$ cat src/rtl/uart_pkg.sv
`default_nettype none
//==== uart_pkg : shared UART timing constants, receiver state encoding, vote helper ====
//==== rev 1.0 ===========================================================================
package uart_pkg;

  localparam int CLK_HZ       = 12_000_000;
  localparam int BAUD         = 9600;
  localparam int CLKS_PER_BIT = CLK_HZ / BAUD;

  typedef enum logic [1:0] {
    ST_IDLE  = 2'd0,
    ST_START = 2'd1,
    ST_DATA  = 2'd2,
    ST_STOP  = 2'd3
  } rx_state_e;

  function automatic logic maj3(input logic [2:0] v);
    return (v[0] & v[1]) | (v[0] & v[2]) | (v[1] & v[2]);
  endfunction

endpackage
`default_nettype wire

$ cat src/rtl/uart_rx_8n1_if.sv
`default_nettype none
//==== uart_rx_8n1_if : received-byte valid/ready handshake plus status flags ====
//==== rev 1.0 ===================================================================
interface uart_rx_8n1_if;

  logic [7:0] rx_byte;
  logic       rx_valid;
  logic       rx_ready;
  logic       rx_busy;
  logic       rx_frame_err;
  logic       rx_overrun;

  modport master (
    output rx_byte, rx_valid, rx_busy, rx_frame_err, rx_overrun,
    input  rx_ready
  );

  modport slave (
    input  rx_byte, rx_valid, rx_busy, rx_frame_err, rx_overrun,
    output rx_ready
  );

endinterface
`default_nettype wire

$ cat src/rtl/uart_sync_maj.sv
`default_nettype none
//==== uart_sync_maj : 2-flop synchroniser, 3-sample history, majority vote, start-edge detect ====
//==== rev 1.0 ====================================================================================
module uart_sync_maj
  import uart_pkg::*;
(
  input  wire logic hwclk,
  input  wire logic rst_n,
  input  wire logic rx_in,
  output logic      fall,
  output logic      maj
);

  logic       sync1_q, sync1_d;
  logic       sync2_q, sync2_d;
  logic [2:0] hist_q, hist_d;
  logic [1:0] live_q, live_d;
  logic       armed_q, armed_d;

  // The all-ones reset values are not real line samples; edge detection stays
  // disarmed until a genuine high has passed through the synchroniser.
  always_comb begin
    sync1_d = rx_in;
    sync2_d = sync1_q;
    hist_d  = {hist_q[1:0], sync2_q};
    live_d  = {live_q[0], 1'b1};
    armed_d = armed_q | (live_q[1] & sync2_q);
  end

  always_ff @(posedge hwclk) begin
    if (!rst_n) begin
      sync1_q <= 1'b1;
      sync2_q <= 1'b1;
      hist_q  <= 3'b111;
      live_q  <= 2'b00;
      armed_q <= 1'b0;
    end else begin
      sync1_q <= sync1_d;
      sync2_q <= sync2_d;
      hist_q  <= hist_d;
      live_q  <= live_d;
      armed_q <= armed_d;
    end
  end

  assign fall = armed_q & hist_q[0] & ~sync2_q;
  assign maj  = maj3(hist_q);

endmodule
`default_nettype wire

$ cat src/rtl/uart_rx_8n1.sv
`default_nettype none
//==== uart_rx_8n1 : 8N1 UART receiver, mid-bit majority sampling, valid/ready byte output ====
//==== rev 1.0 ================================================================================
module uart_rx_8n1 #(
  parameter int CLKS_PER_BIT = uart_pkg::CLKS_PER_BIT
) (
  input  wire logic      hwclk,
  input  wire logic      rst_n,
  input  wire logic      rx_in,
  uart_rx_8n1_if.master  rx_if
);
  import uart_pkg::*;

  localparam int            HALF_BIT  = CLKS_PER_BIT / 2;
  localparam int            CW        = $clog2(CLKS_PER_BIT);
  localparam logic [CW-1:0] HALF_LAST = CW'(HALF_BIT - 1);
  localparam logic [CW-1:0] BIT_LAST  = CW'(CLKS_PER_BIT - 1);

  logic          fall;
  logic          maj;
  rx_state_e     state_q, state_d;
  logic [CW-1:0] cnt_q, cnt_d;
  logic [2:0]    bit_idx_q, bit_idx_d;
  logic [7:0]    shift_q, shift_d;
  logic [7:0]    byte_q, byte_d;
  logic          valid_q, valid_d;
  logic          ferr_q, ferr_d;
  logic          ovr_q, ovr_d;

  uart_sync_maj u_sync (
    .hwclk (hwclk),
    .rst_n (rst_n),
    .rx_in (rx_in),
    .fall  (fall),
    .maj   (maj)
  );

  always_comb begin
    state_d   = state_q;
    cnt_d     = cnt_q;
    bit_idx_d = bit_idx_q;
    shift_d   = shift_q;
    byte_d    = byte_q;
    valid_d   = valid_q & ~rx_if.rx_ready;
    ferr_d    = 1'b0;
    ovr_d     = 1'b0;
    unique case (state_q)
      ST_IDLE: begin
        if (fall) begin
          state_d   = ST_START;
          cnt_d     = '0;
          bit_idx_d = '0;
        end
      end
      ST_START: begin
        if (cnt_q == HALF_LAST) begin
          cnt_d   = '0;
          state_d = maj ? ST_IDLE : ST_DATA;
        end else begin
          cnt_d = cnt_q + 1'b1;
        end
      end
      ST_DATA: begin
        if (cnt_q == BIT_LAST) begin
          cnt_d     = '0;
          shift_d   = {maj, shift_q[7:1]};
          bit_idx_d = bit_idx_q + 3'd1;
          if (bit_idx_q == 3'd7) state_d = ST_STOP;
        end else begin
          cnt_d = cnt_q + 1'b1;
        end
      end
      ST_STOP: begin
        // Leaving at mid-stop leaves half a bit to catch an immediately following start edge.
        if (cnt_q == BIT_LAST) begin
          cnt_d   = '0;
          state_d = ST_IDLE;
          if (!maj) begin
            ferr_d = 1'b1;
          end else if (!valid_q || rx_if.rx_ready) begin
            byte_d  = shift_q;
            valid_d = 1'b1;
          end else begin
            ovr_d = 1'b1;
          end
        end else begin
          cnt_d = cnt_q + 1'b1;
        end
      end
      default: state_d = ST_IDLE;
    endcase
  end

  always_ff @(posedge hwclk) begin
    if (!rst_n) begin
      state_q   <= ST_IDLE;
      cnt_q     <= '0;
      bit_idx_q <= '0;
      shift_q   <= '0;
      byte_q    <= '0;
      valid_q   <= 1'b0;
      ferr_q    <= 1'b0;
      ovr_q     <= 1'b0;
    end else begin
      state_q   <= state_d;
      cnt_q     <= cnt_d;
      bit_idx_q <= bit_idx_d;
      shift_q   <= shift_d;
      byte_q    <= byte_d;
      valid_q   <= valid_d;
      ferr_q    <= ferr_d;
      ovr_q     <= ovr_d;
    end
  end

  assign rx_if.rx_byte      = byte_q;
  assign rx_if.rx_valid     = valid_q;
  assign rx_if.rx_busy      = (state_q != ST_IDLE);
  assign rx_if.rx_frame_err = ferr_q;
  assign rx_if.rx_overrun   = ovr_q;

endmodule
`default_nettype wire

$ cat src/flat_wrapper.sv
// flat-port wrapper written by rule: the top's interface ports become plain ports
module uart_rx_8n1_flat import uart_pkg::*;
#(
  parameter int CLKS_PER_BIT = uart_pkg::CLKS_PER_BIT
)
  (hwclk, rst_n, rx_in, rx_if_rx_byte, rx_if_rx_valid, rx_if_rx_busy, rx_if_rx_frame_err, rx_if_rx_overrun, rx_if_rx_ready);
  uart_rx_8n1_if rx_if_i ();
  input  wire logic hwclk;
  input  wire logic rst_n;
  input  wire logic rx_in;
  output wire logic [$bits(rx_if_i.rx_byte)-1:0] rx_if_rx_byte;
  output wire logic [$bits(rx_if_i.rx_valid)-1:0] rx_if_rx_valid;
  output wire logic [$bits(rx_if_i.rx_busy)-1:0] rx_if_rx_busy;
  output wire logic [$bits(rx_if_i.rx_frame_err)-1:0] rx_if_rx_frame_err;
  output wire logic [$bits(rx_if_i.rx_overrun)-1:0] rx_if_rx_overrun;
  input wire logic [$bits(rx_if_i.rx_ready)-1:0] rx_if_rx_ready;
  assign rx_if_rx_byte = rx_if_i.rx_byte;
  assign rx_if_rx_valid = rx_if_i.rx_valid;
  assign rx_if_rx_busy = rx_if_i.rx_busy;
  assign rx_if_rx_frame_err = rx_if_i.rx_frame_err;
  assign rx_if_rx_overrun = rx_if_i.rx_overrun;
  assign rx_if_i.rx_ready = rx_if_rx_ready;
  uart_rx_8n1 #(.CLKS_PER_BIT(CLKS_PER_BIT)) u_core (.hwclk(hwclk), .rst_n(rst_n), .rx_in(rx_in), .rx_if(rx_if_i));
endmodule
$ cat config.mk
export PLATFORM = sky130hd
export DESIGN_NAME = uart_rx_8n1_flat
export DESIGN_NICKNAME = d
export VERILOG_FILES = /design/src/rtl/uart_pkg.sv /design/src/rtl/uart_rx_8n1_if.sv /design/src/rtl/uart_sync_maj.sv /design/src/rtl/uart_rx_8n1.sv /design/src/flat_wrapper.sv
export SDC_FILE = /design/constraint.sdc
export NUM_CORES = 1
export LEC_CHECK = 0
export CAP_MARGIN = 20
export CORE_MARGIN = 2
export CORE_UTILIZATION = 51
export CTS_CLUSTER_SIZE = 24
export DETAILED_ROUTE_END_ITERATION = 12
export PLACE_DENSITY = 0.85
export SETUP_SLACK_MARGIN = 0.2
export SYNTH_ARGS = -nofsm -noshare
export SYNTH_HDL_FRONTEND = slang
export SYNTH_SLANG_ARGS = --single-unit
export TNS_END_PERCENT = 5
$ cat constraint.sdc
create_clock -name hwclk -period 1.74 [get_ports hwclk]
set_input_delay 0.435 -clock hwclk [delete_from_list [all_inputs] [get_ports hwclk]]
set_output_delay 0.435 -clock hwclk [all_outputs]
set_load 0.05 [all_outputs]
==> flow_summary.yaml <==
worst_setup_path:
  crit_fanout: 7
  rrSetupSlack_ps: 110
  cp.required_ps: 1970
  end_kind: "flip-flop"
  critPathLaunchType: "flip-flop"
  arrival_ps: 1860
  setup.worst_path.class: "flip-flop to flip-flop"
synth:
  yosysTopAreaCell: "dfxtp_1"
  syn_nets: 238
  postSynthCellCount: 229
  synth_top_area_share_pct: 45.4
  seq_area_frac_synth_pct: 45.4
  synth_area_um2: 1900
  synth_seq_cells: 43
  synthFlopType: "dfxtp_1"
  synth_top_cells_by_area: "dfxtp_1 45%, a21oi_1 8.4%, nand2_1 6.3%"
  synth_edf_count: 0
  yosysWarnings: 0
  synthTopCellsByCount: "43 x dfxtp_1, 32 x a21oi_1, 32 x nand2_1, 12 x clkbuf_1, 12 x nand4_1"
  synthArstFlopShare_pct: 0
  syn_avg_cell_area_um2: 8.28
  synth_cell_types: 35
  synth.most_common_cell: "dfxtp_1"
power_and_ir_drop:
  irDropWorstVdd_uv: 571
  power_leakage_nw: 0.794
  power_per_cell_area_nw_per_um2: 746
detailed_routing:
  drc: 0
  vias_per_cell: 5.70
  wl_um: 4020
  vias: 1710
  drt_iter0_drc: 76
  first_pass_iters: 4
  ant_nets: 0
  avgRoutedWirePerCell_um: 13.4
cts:
  clk_latency_ps: 310
  cts_tree: "yes"
  h-tree-depth: 2
  cts.hold.buffers_added: 0
  cts_buffers: 5
  clk_pin_slew_ps: 80
  clock_sinks: 43
  clk_path_buf_depth: 2
  root_buffer: "clkbuf_8"
run_status:
  status: "finished, final reports clean"
floorplan:
  die_h_um: 65.0
  row_count: 22
  fp.dieW_um: 65.0
  start_util_pct: 52.6
  dieArea_um2: 4220
  io_pins: 16
  core-area_um2: 3610
worst_hold_path:
  min_path_type: "flip-flop to flip-flop"
grt:
  grt_max_degree: 14
  antenna_found_initial: 0
  grt_overflow: 0
  grt_pass1_vias: 1563
  groute.usage.overall_pct: 21.4
  grt_pass1_wl_um: 6930
cells_and_area:
  area_growth_pct: 18.5
  layout.nets: 260
  antennaDiodeCount: 0
  fill_cells: 324
  drive_above_1_share_pct: 17.1
sta:
  timing.final.crit_share_pct: 93.5
  worst_pin_slew_ps: 552
  skew_ps: 11.3
  finalWorstSetupSlack_ps: 113
  rsz0062_at_grt: "true"
  max_freq_mhz: 615
  finalHoldViolations: 0
  drv_slew: 0
  setup_tns_ps: 0
  period_needed_ps: 1630
  finalSetupViolCount: 0
  slew_headroom_pct: 63.1
place:
  portBuffers: 15
  dp_worst_setup_slack_ps: 54.1
  place_congestion: 0.797
  hpwl_um: 2790
job:
  drv_cap: 0
==> layer usage <==
metal	wire length, um	share of wire (%)	vias up	GRT usage, %
met5	0	0	-	0
met4	63	1.6	0	8.51
met3	155	3.9	6	5.90
met2	1950	48	33	35.2
met1	1860	46	799	26.4
li1	-	-	872	-
==> cell type report <==
type	count	area [um^2]	share of cell area, %
Clock buffer	6	72.6	3.23
Clock inverter	2	12.5	0.557
Sequential cell	43	865	38.5
Tap cell	48	60.1	2.67
Inverter	8	30.0	1.34
Multi-Input combinational cell	162	957	42.6
Timing Repair Buffer	31	250	11.1
==> worst max-delay path: stages, from the launching register on <==
cell	delay (ps)
dfxtp_1	440
and4b_1	330
a31oi_2	140
or4_1	510
a21oi_1	140
==> cells in the final DEF, fill, tap and decap left out, types with 2 or more instances in the layout <==
cell	instances
ha_1	5
nor2_1	6
nor2b_1	5
or3_1	2
o22ai_1	9
clkdlybuf4s50_1	3
a21oi_1	32
and2_1	3
nand3_1	8
o31ai_1	8
buf_4	26
dfxtp_2	3
dfxtp_1	40
o31a_1	5
nor4_1	5
nor3_1	5
nand2_1	32
nand2b_1	7
o21ai_0	2
o21a_1	2
inv_1	7
nand4_1	12
clkbuf_8	5
==> final timing paths <==
kind                                         start                                to  cells after the start
setup reg to reg      u_core.cnt_q[7]$_SDFFE_PN0P_    u_core.state_q[0]$_SDFFE_PN0P_                      4
hold / removal    u_core.u_sync.sync1_q$_SDFF_PN1_  u_core.u_sync.sync2_q$_SDFF_PN1_                      1
hold reg to reg   u_core.u_sync.sync1_q$_SDFF_PN1_  u_core.u_sync.sync2_q$_SDFF_PN1_                      1
setup / recovery      u_core.cnt_q[7]$_SDFFE_PN0P_    u_core.state_q[0]$_SDFFE_PN0P_                      4
==> kinds of logic (layout without fill, tap and decap cells) <==
family                     Yosys count  count (layout)  share of synthesized area [%]
AOI/OAI and AO/OA                   62              62                           19.9
buffers and inverters               24              47                           4.88
and+or+nand+nor                     94              94                           26.0
adders and majority gates            6               6                           3.83
DFF                                 43              43                           45.4
==> where the power goes <==
group           total, W  switching (W)  internal, W  leakage, nW
sequential      0.000997     0.00000486     0.000992        0.349
combinational  0.0000537      0.0000296    0.0000241        0.403
clock           0.000625       0.000345     0.000281       0.0412
total            0.00168       0.000379      0.00130        0.794
==> state kept, by name, summed over array words and instances (netlist names), named ones only <==
register	cells
u_core.cnt_q	11
u_core.rx_if.rx_byte	8
u_core.shift_q	8
u_core.bit_idx_q	3
u_core.u_sync.hist_q	3
u_core.u_sync.live_q	2
u_core.rx_if.rx_frame_err	1
u_core.rx_if.rx_overrun	1
u_core.rx_if.rx_valid	1
u_core.state_q	1
u_core.u_sync.armed_q	1
u_core.u_sync.sync1_q	1
u_core.u_sync.sync2_q	1
==> stage by stage <==
step	total power (W)	util, %	cells	area, um^2	hold slack (ps)
2_1_floorplan	0.00104	-	229	1900	386
3_3_place_gp	0.00107	59.2	290	2130	405
3_5_place_dp	0.00107	59.2	290	2130	410
4_1_cts	0.00169	61.9	299	2230	439
5_1_grt	0.00173	62.3	300	2250	462
6_report	0.00168	62.3	300	2250	438
==> repair_timing <==
action / CTS / global route
cloned: 1 / 0
resized for setup: 4 / 3
pin swaps: 0 / 1
endpoints found under the setup margin: 28 / 35
buffers inserted: 0 / 1
No activity file was read; power rests on OpenSTA's default activity.
